==> config.mk <==
export PLATFORM = sky130hd
export DESIGN_NAME = vpu_src_fetch_unit
export DESIGN_NICKNAME = d
export VERILOG_FILES = /design/src/rtl/vpu_src_fetch_unit.sv
export SDC_FILE = /design/constraint.sdc
export NUM_CORES = 1
export LEC_CHECK = 0
export CAP_MARGIN = 30
export CORE_AREA = 5 5 264 266
export CTS_BUF_LIST = sky130_fd_sc_hd__clkbuf_16
export DETAILED_ROUTE_END_ITERATION = 16
export DIE_AREA = 0 0 269 271
export HOLD_SLACK_MARGIN = 0.15
export SYNTH_ARGS = -nofsm -noshare
export SYNTH_HDL_FRONTEND = slang
export SYNTH_SLANG_ARGS = --single-unit
==> constraint.sdc <==
create_clock -name clk -period 5 [get_ports clk]
set_input_delay 1.25 -clock clk [delete_from_list [all_inputs] [get_ports clk]]
set_output_delay 1.25 -clock clk [all_outputs]
set_load 0.01 [all_outputs]
==> src/rtl/vpu_src_fetch_unit.sv <==
// ---------------------------------------------------------------------------
// vpu_src_fetch_unit
//
// Fetches one SRAM line for a VPU source operand and streams it to the lane
// in DWIDTH_PER_EXEC-wide beats, lowest chunk first. In scalar mode only
// chunk 0 is sent, as a single beat marked last.
//
// Ports
//   clk, rst          : single clock, synchronous active-high reset
//   start_i           : one-cycle fetch start, accepted only while idle
//   src_addr_i        : {bank id, row} of the source line
//   scalar_i          : 1 = send chunk 0 only, 0 = send all EXEC_CNT chunks
//   done_o            : unit idle and able to accept start_i
//   sram_req_o        : SRAM read request
//   sram_rid_o        : bank id of the request (0 when no request)
//   sram_addr_o       : row address of the request (0 when no request)
//   sram_ack_i        : SRAM accepted the request
//   sram_rvalid_i     : read line valid
//   sram_rdata_i      : read line
//   lane_valid_o      : beat valid towards the lane
//   lane_ready_i      : lane accepts the beat
//   lane_data_o       : beat data (0 when no beat is offered)
//   lane_last_o       : final beat of the fetch
//   fsm_state         : current FSM state, for observation only
//
// Handshakes: a transfer happens on a rising edge where the sender's
// valid/req and the receiver's ready/ack are both high. Once the sender
// raises valid/req it keeps it high, with payload unchanged, until that
// transfer happens. The sender never waits for ready/ack before raising
// valid/req.
// ---------------------------------------------------------------------------
module vpu_src_fetch_unit #(
    parameter int SRAM_DATA_WIDTH     = 512,
    parameter int DWIDTH_PER_EXEC     = 128,
    parameter int SRAM_BANK_CNT_LG2   = 3,
    parameter int SRAM_BANK_DEPTH_LG2 = 10
) (
    input  logic                                         clk,
    input  logic                                         rst,
    input  logic                                         start_i,
    input  logic [SRAM_BANK_CNT_LG2+SRAM_BANK_DEPTH_LG2-1:0] src_addr_i,
    input  logic                                         scalar_i,
    output logic                                         done_o,
    output logic                                         sram_req_o,
    output logic [SRAM_BANK_CNT_LG2-1:0]                 sram_rid_o,
    output logic [SRAM_BANK_DEPTH_LG2-1:0]               sram_addr_o,
    input  logic                                         sram_ack_i,
    input  logic                                         sram_rvalid_i,
    input  logic [SRAM_DATA_WIDTH-1:0]                   sram_rdata_i,
    output logic                                         lane_valid_o,
    input  logic                                         lane_ready_i,
    output logic [DWIDTH_PER_EXEC-1:0]                   lane_data_o,
    output logic                                         lane_last_o,
    output logic [1:0]                                   fsm_state
);

    localparam int EXEC_CNT = SRAM_DATA_WIDTH / DWIDTH_PER_EXEC;
    localparam int ADDR_W   = SRAM_BANK_CNT_LG2 + SRAM_BANK_DEPTH_LG2;
    // Keep the counter at least one bit wide even for a single-chunk line.
    localparam int CNT_W    = (EXEC_CNT > 1) ? $clog2(EXEC_CNT) : 1;

    localparam logic [CNT_W-1:0] LAST_CNT = CNT_W'(EXEC_CNT - 1);

    typedef enum logic [1:0] {
        S_IDLE   = 2'd0,
        S_REQ    = 2'd1,
        S_WAIT   = 2'd2,
        S_STREAM = 2'd3
    } state_t;

    state_t state_q;
    state_t state_d;

    // Request captured at start; held unchanged until the next accepted start.
    logic [SRAM_BANK_CNT_LG2-1:0]   rid_q;
    logic [SRAM_BANK_DEPTH_LG2-1:0] row_q;
    logic                           scalar_q;

    // Line buffer and beat index into it.
    logic [SRAM_DATA_WIDTH-1:0]     line_q;
    logic [CNT_W-1:0]               cnt_q;

    // Per-cycle control strobes from the FSM.
    logic                           latch_req;
    logic                           load_line;
    logic                           beat_xfer;
    logic                           is_last;

    // The final beat is chunk 0 in scalar mode, otherwise the top chunk.
    assign is_last = scalar_q ? (cnt_q == '0) : (cnt_q == LAST_CNT);

    // -----------------------------------------------------------------------
    // State register and datapath registers
    // -----------------------------------------------------------------------
    always_ff @(posedge clk) begin
        if (rst) begin
            state_q  <= S_IDLE;
            rid_q    <= '0;
            row_q    <= '0;
            scalar_q <= 1'b0;
            line_q   <= '0;
            cnt_q    <= '0;
        end else begin
            state_q <= state_d;

            if (latch_req) begin
                rid_q    <= src_addr_i[ADDR_W-1 -: SRAM_BANK_CNT_LG2];
                row_q    <= src_addr_i[SRAM_BANK_DEPTH_LG2-1:0];
                scalar_q <= scalar_i;
            end

            if (load_line) begin
                line_q <= sram_rdata_i;
                cnt_q  <= '0;
            end else if (beat_xfer) begin
                // The last beat resets the index so it never wraps past
                // the top chunk.
                cnt_q <= is_last ? '0 : cnt_q + 1'b1;
            end
        end
    end

    // -----------------------------------------------------------------------
    // Next-state and control outputs
    // -----------------------------------------------------------------------
    always_comb begin
        state_d      = state_q;
        latch_req    = 1'b0;
        load_line    = 1'b0;
        beat_xfer    = 1'b0;
        done_o       = 1'b0;
        sram_req_o   = 1'b0;
        lane_valid_o = 1'b0;

        case (state_q)
            S_IDLE: begin
                done_o = 1'b1;
                if (start_i) begin
                    latch_req = 1'b1;
                    state_d   = S_REQ;
                end
            end

            S_REQ: begin
                sram_req_o = 1'b1;
                // rvalid seen in this state (even with the ack) is not ours.
                if (sram_ack_i) begin
                    state_d = S_WAIT;
                end
            end

            S_WAIT: begin
                if (sram_rvalid_i) begin
                    load_line = 1'b1;
                    state_d   = S_STREAM;
                end
            end

            S_STREAM: begin
                lane_valid_o = 1'b1;
                if (lane_ready_i) begin
                    beat_xfer = 1'b1;
                    if (is_last) begin
                        state_d = S_IDLE;
                    end
                end
            end

            default: begin
                state_d = S_IDLE;
            end
        endcase
    end

    // -----------------------------------------------------------------------
    // Payload outputs: zero whenever the matching valid/req is low.
    // -----------------------------------------------------------------------
    assign sram_rid_o  = (state_q == S_REQ) ? rid_q : '0;
    assign sram_addr_o = (state_q == S_REQ) ? row_q : '0;

    assign lane_data_o = (state_q == S_STREAM)
                       ? line_q[cnt_q*DWIDTH_PER_EXEC +: DWIDTH_PER_EXEC]
                       : '0;
    assign lane_last_o = (state_q == S_STREAM) && is_last;

    assign fsm_state = state_q;

endmodule

## After elaboration in Yosys (flattened, before gate mapping)

Cells that the tools add are included.

- Input bits: 532
- Register bits: 530
- Logic and storage cells: 42

- Multiplexer cells: 20
- Add/subtract/negate cells: 1
- Shift-type cells: 1
- Reduce and logical (&&, ||, !) cells: 5
- Equal/unequal tests: 9

Operators by type and width:

| kind | number |
|---|---|
| $shiftx A512 B10 Y128 | 1 |
| $mux W128 | 1 |
| $mux W2 | 6 |
| $mux W1 | 10 |
| $mux W10 | 1 |
| $ne A2 B2 Y1 const B | 5 |
| $pmux W2 S4 | 1 |
| $eq A2 B2 Y1 const B | 3 |
| $reduce_and A5 Y1 | 1 |
| $logic_not A2 Y1 | 2 |
| $mux W3 | 1 |
| $add A2 B1 Y2 const B | 1 |
| $eq A2 B1 Y1 const B | 1 |
| $reduce_or A2 Y1 | 1 |
| $logic_and A1 B1 Y1 | 1 |

## Longest topological paths before layout

Gate-level depths: netlist (run 1).

- Word-level depth: 5
- Mapped depth: 9

## Worst setup path after synthesis (run 1)

Ideal clock, no wire load.

- Path type: reg-to-output
- From: register cnt_q[0]
- To: output lane_data_o[100]
- Path buffers: 3
- Data required time: 3.750 ns
- Data arrival time: 1.447 ns
- Slack: 2.303 ns
- Cell stages (with the launch flop): 6
- Path through: dfxtp_1 -> buf_2 -> buf_6 -> buf_6 -> mux4_2 -> and2_1

- Longest elaborated chain between the ends: 2

Ends and longest elaborated chain:

| element | RTL line | source |
|---|---|---|
| start, declared | 81 | `logic [CNT_W-1:0] cnt_q;` |
| start signal, assigned | 118 | `cnt_q <= is_last ? '0 : cnt_q + 1'b1;` |
| $shiftx A512 B10 Y128 | 182 | `? line_q[cnt_q*DWIDTH_PER_EXEC +: DWIDTH_PER_EXEC]` |
| $mux W128 | 182 |  |
| end, declared | 52 | `output logic [DWIDTH_PER_EXEC-1:0] lane_data_o,` |

Every way passes these cells.

## Worst setup path in the final report (run 1)

- From: register cnt_q[0]
- To: output lane_data_o[106]

The elaborated chain is that of the path after synthesis.

==> flow_summary.ini, run 1 <==
[clocking]
clock-sinks = 530
hold_buffers = 0
post_cts_buffers = 0
cts_tree = built
clock_insertion_delay_worst_skew_ns = 0.61
clock_root_buffer = clkbuf_16
worst_setup_hold_path_clk_slew_ns = 0.06
post_cts_resized = 0
cts_max_path_buffers = 3
number_of_buffers_added_by_the_clock_tree_synthesis_step = 57
cts_max_level = 2

[setup_path]
critical_path_cell_count = 4
worst_setup_path_endpoint = lane_data_o[106]
reg2reg_from = fsm_state[0]$_SDFFE_PP0P_
timing.critical_path.required_ns = 3.75
critPathMaxFanout = 28
reg2reg_depth = 6
cp_cell_sequence = buf_4 -> mux4_2 -> and2_1 -> clkdlybuf4s50_1
cpMaxStageDelayCell = dfxtp_4
critPathLaunch = cnt_q[0]$_SDFFE_PP0P_
critical_path.endpoint_type = primary output
worst_r2r_endpoint = line_q[207]$_SDFFE_PP0P_
regToRegSetupSlack_ns = 2.72
path_delay_family = buffers and inverters
critical_path.max_stage_delay_ns = 0.78
setup.worst_path.class = flop to primary output
worst-endpoint-arrival_ns = 3.06
cp.buffers_inverters = 2
worst_setup_path_start_kind = flop

[cells_and_area]
area.growth.synth_to_final_pct = 42.6
nFillCells = 6574
instances_no_fill = 4144
layout-drive-gt1-share = 0.0784
finalNetCount = 3729
sequential_cell_area_um2 = 10600
combined_area_of_the_multi_input_logic_cells_um2 = 10600

[synth]
synth_area_leaders = dfxtp_1 (48%), nand2_1 (18%), mux4_2 (13%)
yosys_warnings = 0
synth-simple-area-share = 0.222
synth-compound-area-share = 0.121
synth-seq-cells = 530
syn_area_per_cell_um2 = 8.44
synth_top_family_by_area = simple AND/OR/NAND/NOR gates
ys_types = 22
synth_fa_ha_area_frac = 0.00338
sequential_share_of_the_synthesized_area = 0.478
synth_top_area_share = 0.478
yosys.area_share.xor_xnor = 0
synthesis.nets = 3168
synth_top_area_cell = dfxtp_1
syn-cell-area_um2 = 22200
share_of_synthesized_area_spent_on_multiplexers = 0.131
postSynthCellCount = 2630

[power_and_ir_drop]
pwr_density_cell_nw_per_um2 = 365
static-leakage-power_uw = 0.0105
vdd.ir_drop.worst_mv = 0.252

[run_status]
status = complete, no violations

[timing]
max_freq_mhz = 232
actual_transition_at_the_worst_max_transition_pin_ns = 0.891
drv_slew = 0
setup-tns-final_ns = 0
report.final.hold_viol_count = 0
setup_viol_count_final = 0
setup_repair_after_global_routing_missed_its_margin = false
finalClockSkew_ns = 0.0136
timing.final.crit_period_ns = 4.31
timing.hold.ws_ns = 0.449
timing.slew.headroom = 0.406
final_min_period_over_clock_period = 0.862

[floorplan]
die_area_um2 = 72900
start_util = 0.332
fp.coreArea_um2 = 66800
chipWidth_um = 269
design.portCount = 679
rows = 95
die_h_um = 271

[routing]
detail_route.vias_per_cell = 4.90
antenna_violating_nets_post_route = 0
wl_per_cell_um = 20.3
number_of_drc_markers_in_iteration_0 = 1510
routed-via-count = 20300
detail_route.wirelength_mm = 84.3
drt_first_pass_iters = 5
detail_route.drc_violations = 0

[global_route]
grt.busiest_layer = met2
antenna_found_initial = 53
grt_pass1_wl_mm = 123
gr-total-overflow = 0
grtUsageTotal = 0.217
met1_layer_usage_reported_by_global_route = 0.274
vias_in_the_first_global_route = 19600
groute.layer.met3.usage = 0.0500
grt_use_met2 = 0.362
grt_start_max_net_pins = 116

[placed_design]
portBuffers = 678
numPlacedInstances = 4005
detailed_place_hpwl_mm = 60.5
routabilityCongestion = 0.890

[worst_hold_path]
min_delay_path_depth = 2
min_path_type = flop to flop

[job]
max_cap_viol_count = 0
## sequential cells by signal, summed over array words and instances (netlist names)
| register | count |
|---|---|
| fsm_state | 2 |
| cnt_q | 2 |
| rid_q | 3 |
| line_q | 512 |
| row_q | 10 |
| scalar_q | 1 |
## how the worst min path moves through the flow
| stage | startpoint | to |
|---|---|---|
| 5_1_grt | line_q[431]$_SDFFE_PP0P_ | line_q[431]$_SDFFE_PP0P_ |
| 3_3_place_gp | line_q[338]$_SDFFE_PP0P_ | line_q[338]$_SDFFE_PP0P_ |
| 3_5_place_dp | rid_q[0]$_SDFFE_PP0P_ | rid_q[0]$_SDFFE_PP0P_ |
| 6_report | rid_q[0]$_SDFFE_PP0P_ | rid_q[0]$_SDFFE_PP0P_ |
| 2_1_floorplan | rid_q[0]$_SDFFE_PP0P_ | rid_q[0]$_SDFFE_PP0P_ |
| 4_1_cts | rid_q[0]$_SDFFE_PP0P_ | rid_q[0]$_SDFFE_PP0P_ |
## report_power, final
| part | switching [uW] | internal (uW) | total, uW | leakage (uW) |
|---|---|---|---|---|
| registers | 276 | 4680 | 4960 | 0.00428 |
| logic | 1230 | 1060 | 2290 | 0.00524 |
| clock network | 1780 | 2530 | 4310 | 0.000974 |
| total | 3290 | 8270 | 11600 | 0.0105 |
## layout by cell type (no fill, tap or decap)
cell	netlist	routed
clkbuf_16	0	57
inv_1	6	19
or2_2	1	1
o21a_1	2	2
nand2_1	1055	1054
ha_1	6	5
nor2b_1	1	1
clkinv_1	0	16
buf_8	0	1
o2111ai_1	1	1
and2_1	143	142
nand2b_1	3	3
dfxtp_1	530	528
clkinv_2	0	8
a21oi_1	527	527
inv_16	0	1
and2_4	0	1
o21ai_0	1	1
buf_12	0	19
nor3_1	2	2
o311a_1	1	1
nor3b_1	2	2
bufinv_16	0	9
ha_4	0	1
mux2i_1	2	2
and2_0	1	1
mux4_2	128	128
diode_2	0	33
nand2_4	0	1
clkdlybuf4s50_1	0	677
dfxtp_4	0	2
inv_6	0	2
buf_4	0	23
## worst register-to-register path: cells and delay by family, from the launching register on
| kind | cells | cell delay [ns] |
|---|---|---|
| compound gates | 1 | 0.15 |
| flops | 1 | 0.42 |
| buf+inv | 2 | 0.60 |
| simple gates | 2 | 0.78 |
| fa+ha+maj | 1 | 0.28 |
## logic make-up after synthesis
kind of cell               Yosys count
DFF                                530
muxes                              130
AOI/OAI and AO/OA                  532
buffers and inverters              224
adders and majority gates            6
and+or+nand+nor                   1208
## layout make-up
class	instances	area share
Timing Repair Buffer	720	0.232
Antenna cell	33	0.00261
Tap cell	873	0.0345
Sequential cell	530	0.336
Clock buffer	57	0.0451
Clock inverter	49	0.0144
Multi-Input combinational cell	1876	0.335
Inverter	6	0.000712
## synth_stat cells
master,n
buf_2,72
ha_1,6
a21oi_1,527
and2_1,143
o311a_1,1
nor2b_1,1
nand2b_1,3
dfxtp_1,530
nand2_1,1055
mux2i_1,2
o21a_1,2
mux4_2,128
nor3_1,2
or2_2,1
o2111ai_1,1
clkbuf_1,112
nor3b_1,2
buf_1,24
o21ai_0,1
inv_1,6
buf_6,10
and2_0,1
## per-layer routing
metal	up-vias	wire length (um)
li1	9867	-
met1	9698	34300
met2	567	42100
met3	144	5430
met4	24	2310
met5	-	168
## per-stage QoR
stage / area (um2) / utilization / setup WS (ns) / power (uW)
after floorplan: 22200 / - / 2.30 / 6320
after global placement: 29700 / 0.444 / 1.25 / 7330
after detailed placement: 29700 / 0.444 / 1.25 / 7360
after CTS: 31600 / 0.472 / 0.577 / 11700
after global routing: 31600 / 0.473 / 0.525 / 12100
final: 31600 / 0.474 / 0.689 / 11600
No activity file was read; power rests on OpenSTA's default activity.
==> run 2, diff against run 1 <==
PLACE_DENSITY = 0.7   (was default)
SLEW_MARGIN = 10   (was default)
==> run 2 against run 1 <==
Count of clock-buffer cells in the layout rose by 1. First-iteration DRC count rose by 22%. Worst setup slack improved by 0.021 ns. Hold slack improved by 0.0016 ns. Critical path depth rose by 1. Via count rose by 1.8%. Non-clock buffer count rose by 3. Largest power group unchanged.
==> flow_summary.ini, run 2 (synthesized netlist as in run 1, its figures left out) <==
[run_status]
status = complete, no violations

[cells_and_area]
largest-register = line_q
finalNetCount = 3733
flip_flop_count_of_the_largest_register_after_layout = 512
nFillCells = 6370
largest_registers = line_q (512), row_q (10), rid_q (3)
layout-drive-gt1-share = 0.0824
mostFrequentLayoutCell = nand2_1
final_cell_mix = nand2_1 (1054), clkdlybuf4s50_1 (677), dfxtp_1 (528)
final_cell_area_um2 = 31600
area.growth.synth_to_final_pct = 42.5

[timing]
timing.slew.headroom = 0.479
max_freq_mhz = 233
final_min_period_over_clock_period = 0.858
finalClockSkew_ns = 0.0152
setup_viol_count_final = 0
setup-tns-final_ns = 0
timing.final.crit_period_ns = 4.29
drv_slew = 0
actual_transition_at_the_worst_max_transition_pin_ns = 0.781
setup_repair_after_global_routing_missed_its_margin = false
report.final.hold_viol_count = 0

[global_route]
antenna_found_initial = 36
vias_in_the_first_global_route = 19800
grtUsageTotal = 0.210
gr-total-overflow = 0
grt_pass1_wl_mm = 120
grt_start_max_net_pins = 130

[setup_path]
regToRegSetupSlack_ns = 2.66
timing.critical_path.required_ns = 3.75
worst_setup_path_endpoint = lane_data_o[25]
worst-endpoint-arrival_ns = 3.04
critical_path.endpoint_type = primary output
reg2reg_depth = 6
setup.worst_path.class = flop to primary output
critPathLaunch = cnt_q[0]$_SDFFE_PP0P_
critPathMaxFanout = 26
worst_setup_path_start_kind = flop
reg2reg_from = fsm_state[0]$_SDFFE_PP0P_
worst_r2r_endpoint = line_q[438]$_SDFFE_PP0P_

[power_and_ir_drop]
pwr_density_cell_nw_per_um2 = 365
gate_power_share = 0.198
pwr-share-clk = 0.371
switchingPower_uw = 3340
vdd.ir_drop.worst_mv = 0.289
seq_power_share = 0.430
power.switching_fraction = 0.289
internal_power_uw = 8200
static-leakage-power_uw = 0.0105

[placed_design]
detailed_place_hpwl_mm = 58.1
routabilityCongestion = 0.891
portBuffers = 678
place_area_um2 = 29700

[routing]
detail_route.vias_per_cell = 4.98
routed-via-count = 20700
wl_per_cell_um = 19.5
drt_first_pass_iters = 5
antenna_violating_nets_post_route = 0
detail_route.drc_violations = 0
number_of_drc_markers_in_iteration_0 = 1844
detail_route.wirelength_mm = 81.0

[floorplan]
die_area_um2 = 72900
design.portCount = 679
chipWidth_um = 269
fp.coreArea_um2 = 66800
rows = 95
start_util = 0.332
die_h_um = 271

[clocking]
clock-sinks = 530
clock_insertion_delay_worst_skew_ns = 0.61
cts_max_path_buffers = 3
cts_tree = built
cts_max_level = 2
number_of_buffers_added_by_the_clock_tree_synthesis_step = 58
hold_buffers = 0
post_cts_buffers = 0
clock_root_buffer = clkbuf_16
worst_setup_hold_path_clk_slew_ns = 0.06
post_cts_resized = 0

[worst_hold_path]
min_path_type = flop to flop

[job]
max_cap_viol_count = 0
-- run 2: worst min-delay path by stage --
| stage | start | endpoint | cells past startpoint |
|---|---|---|---|
| floorplan | rid_q[0]$_SDFFE_PP0P_ | rid_q[0]$_SDFFE_PP0P_ | 2 |
| global placement | row_q[7]$_SDFFE_PP0P_ | row_q[7]$_SDFFE_PP0P_ | 2 |
| detailed placement | row_q[8]$_SDFFE_PP0P_ | row_q[8]$_SDFFE_PP0P_ | 2 |
| CTS | row_q[8]$_SDFFE_PP0P_ | row_q[8]$_SDFFE_PP0P_ | 2 |
| global route | rid_q[2]$_SDFFE_PP0P_ | rid_q[2]$_SDFFE_PP0P_ | 2 |
| finish | line_q[238]$_SDFFE_PP0P_ | line_q[238]$_SDFFE_PP0P_ | 2 |
-- run 2: final cells by class --
cell class / instances / area (um2) / share of cell area
sequential: 530 / 10600 / 0.336
multi-input combinational: 1876 / 10600 / 0.335
timing repair buffer: 723 / 7330 / 0.232
clock buffer: 58 / 1450 / 0.0459
tap: 873 / 1090 / 0.0345
clock inverter: 47 / 429 / 0.0136
antenna: 32 / 80.1 / 0.00253
inverter: 6 / 22.5 / 0.000712
-- run 2: stage by stage --
step | utilization | setup WS [ns] | power [uW] | cells | hold WS [ns]
after floorplan | - | 2.30 | 6320 | 2630 | 0.432
after global placement | 0.444 | 1.30 | 7290 | 4008 | 0.438
after detailed placement | 0.444 | 1.29 | 7330 | 4008 | 0.442
after CTS | 0.472 | 0.627 | 11600 | 4113 | 0.450
after global routing | 0.473 | 0.548 | 12100 | 4140 | 0.463
final | 0.473 | 0.710 | 11500 | 4145 | 0.451
-- run 2: critical path, stage by stage (launching register included) --
cell and delay, ns:
dfxtp_4 0.63, buf_12 0.30, buf_12 0.27, mux4_2 0.53, and2_1 0.18, clkdlybuf4s50_1 0.48
-- run 2: metal layers --
| metal | routed length (um) | part of all wire | up-vias | track usage |
|---|---|---|---|---|
| met1 | 32700 | 0.40 | 9868 | 0.271 |
| met3 | 5840 | 0.072 | 162 | 0.0429 |
| met4 | 2940 | 0.036 | 4 | 0.0911 |
| met5 | 27 | 0.00033 | - | 0 |
| li1 | - | - | 9881 | - |
| met2 | 39500 | 0.49 | 745 | 0.339 |
-- run 2: power by group through the flow --
| stage | Combinational, uW | Sequential (uW) | Clock, uW |
|---|---|---|---|
| after floorplan | 1400 | 4920 | 0 |
| after global placement | 2260 | 5040 | 0 |
| after detailed placement | 2290 | 5050 | 0 |
| after CTS | 2300 | 4960 | 4380 |
| after global routing | 2530 | 5010 | 4540 |
| final | 2290 | 4970 | 4280 |
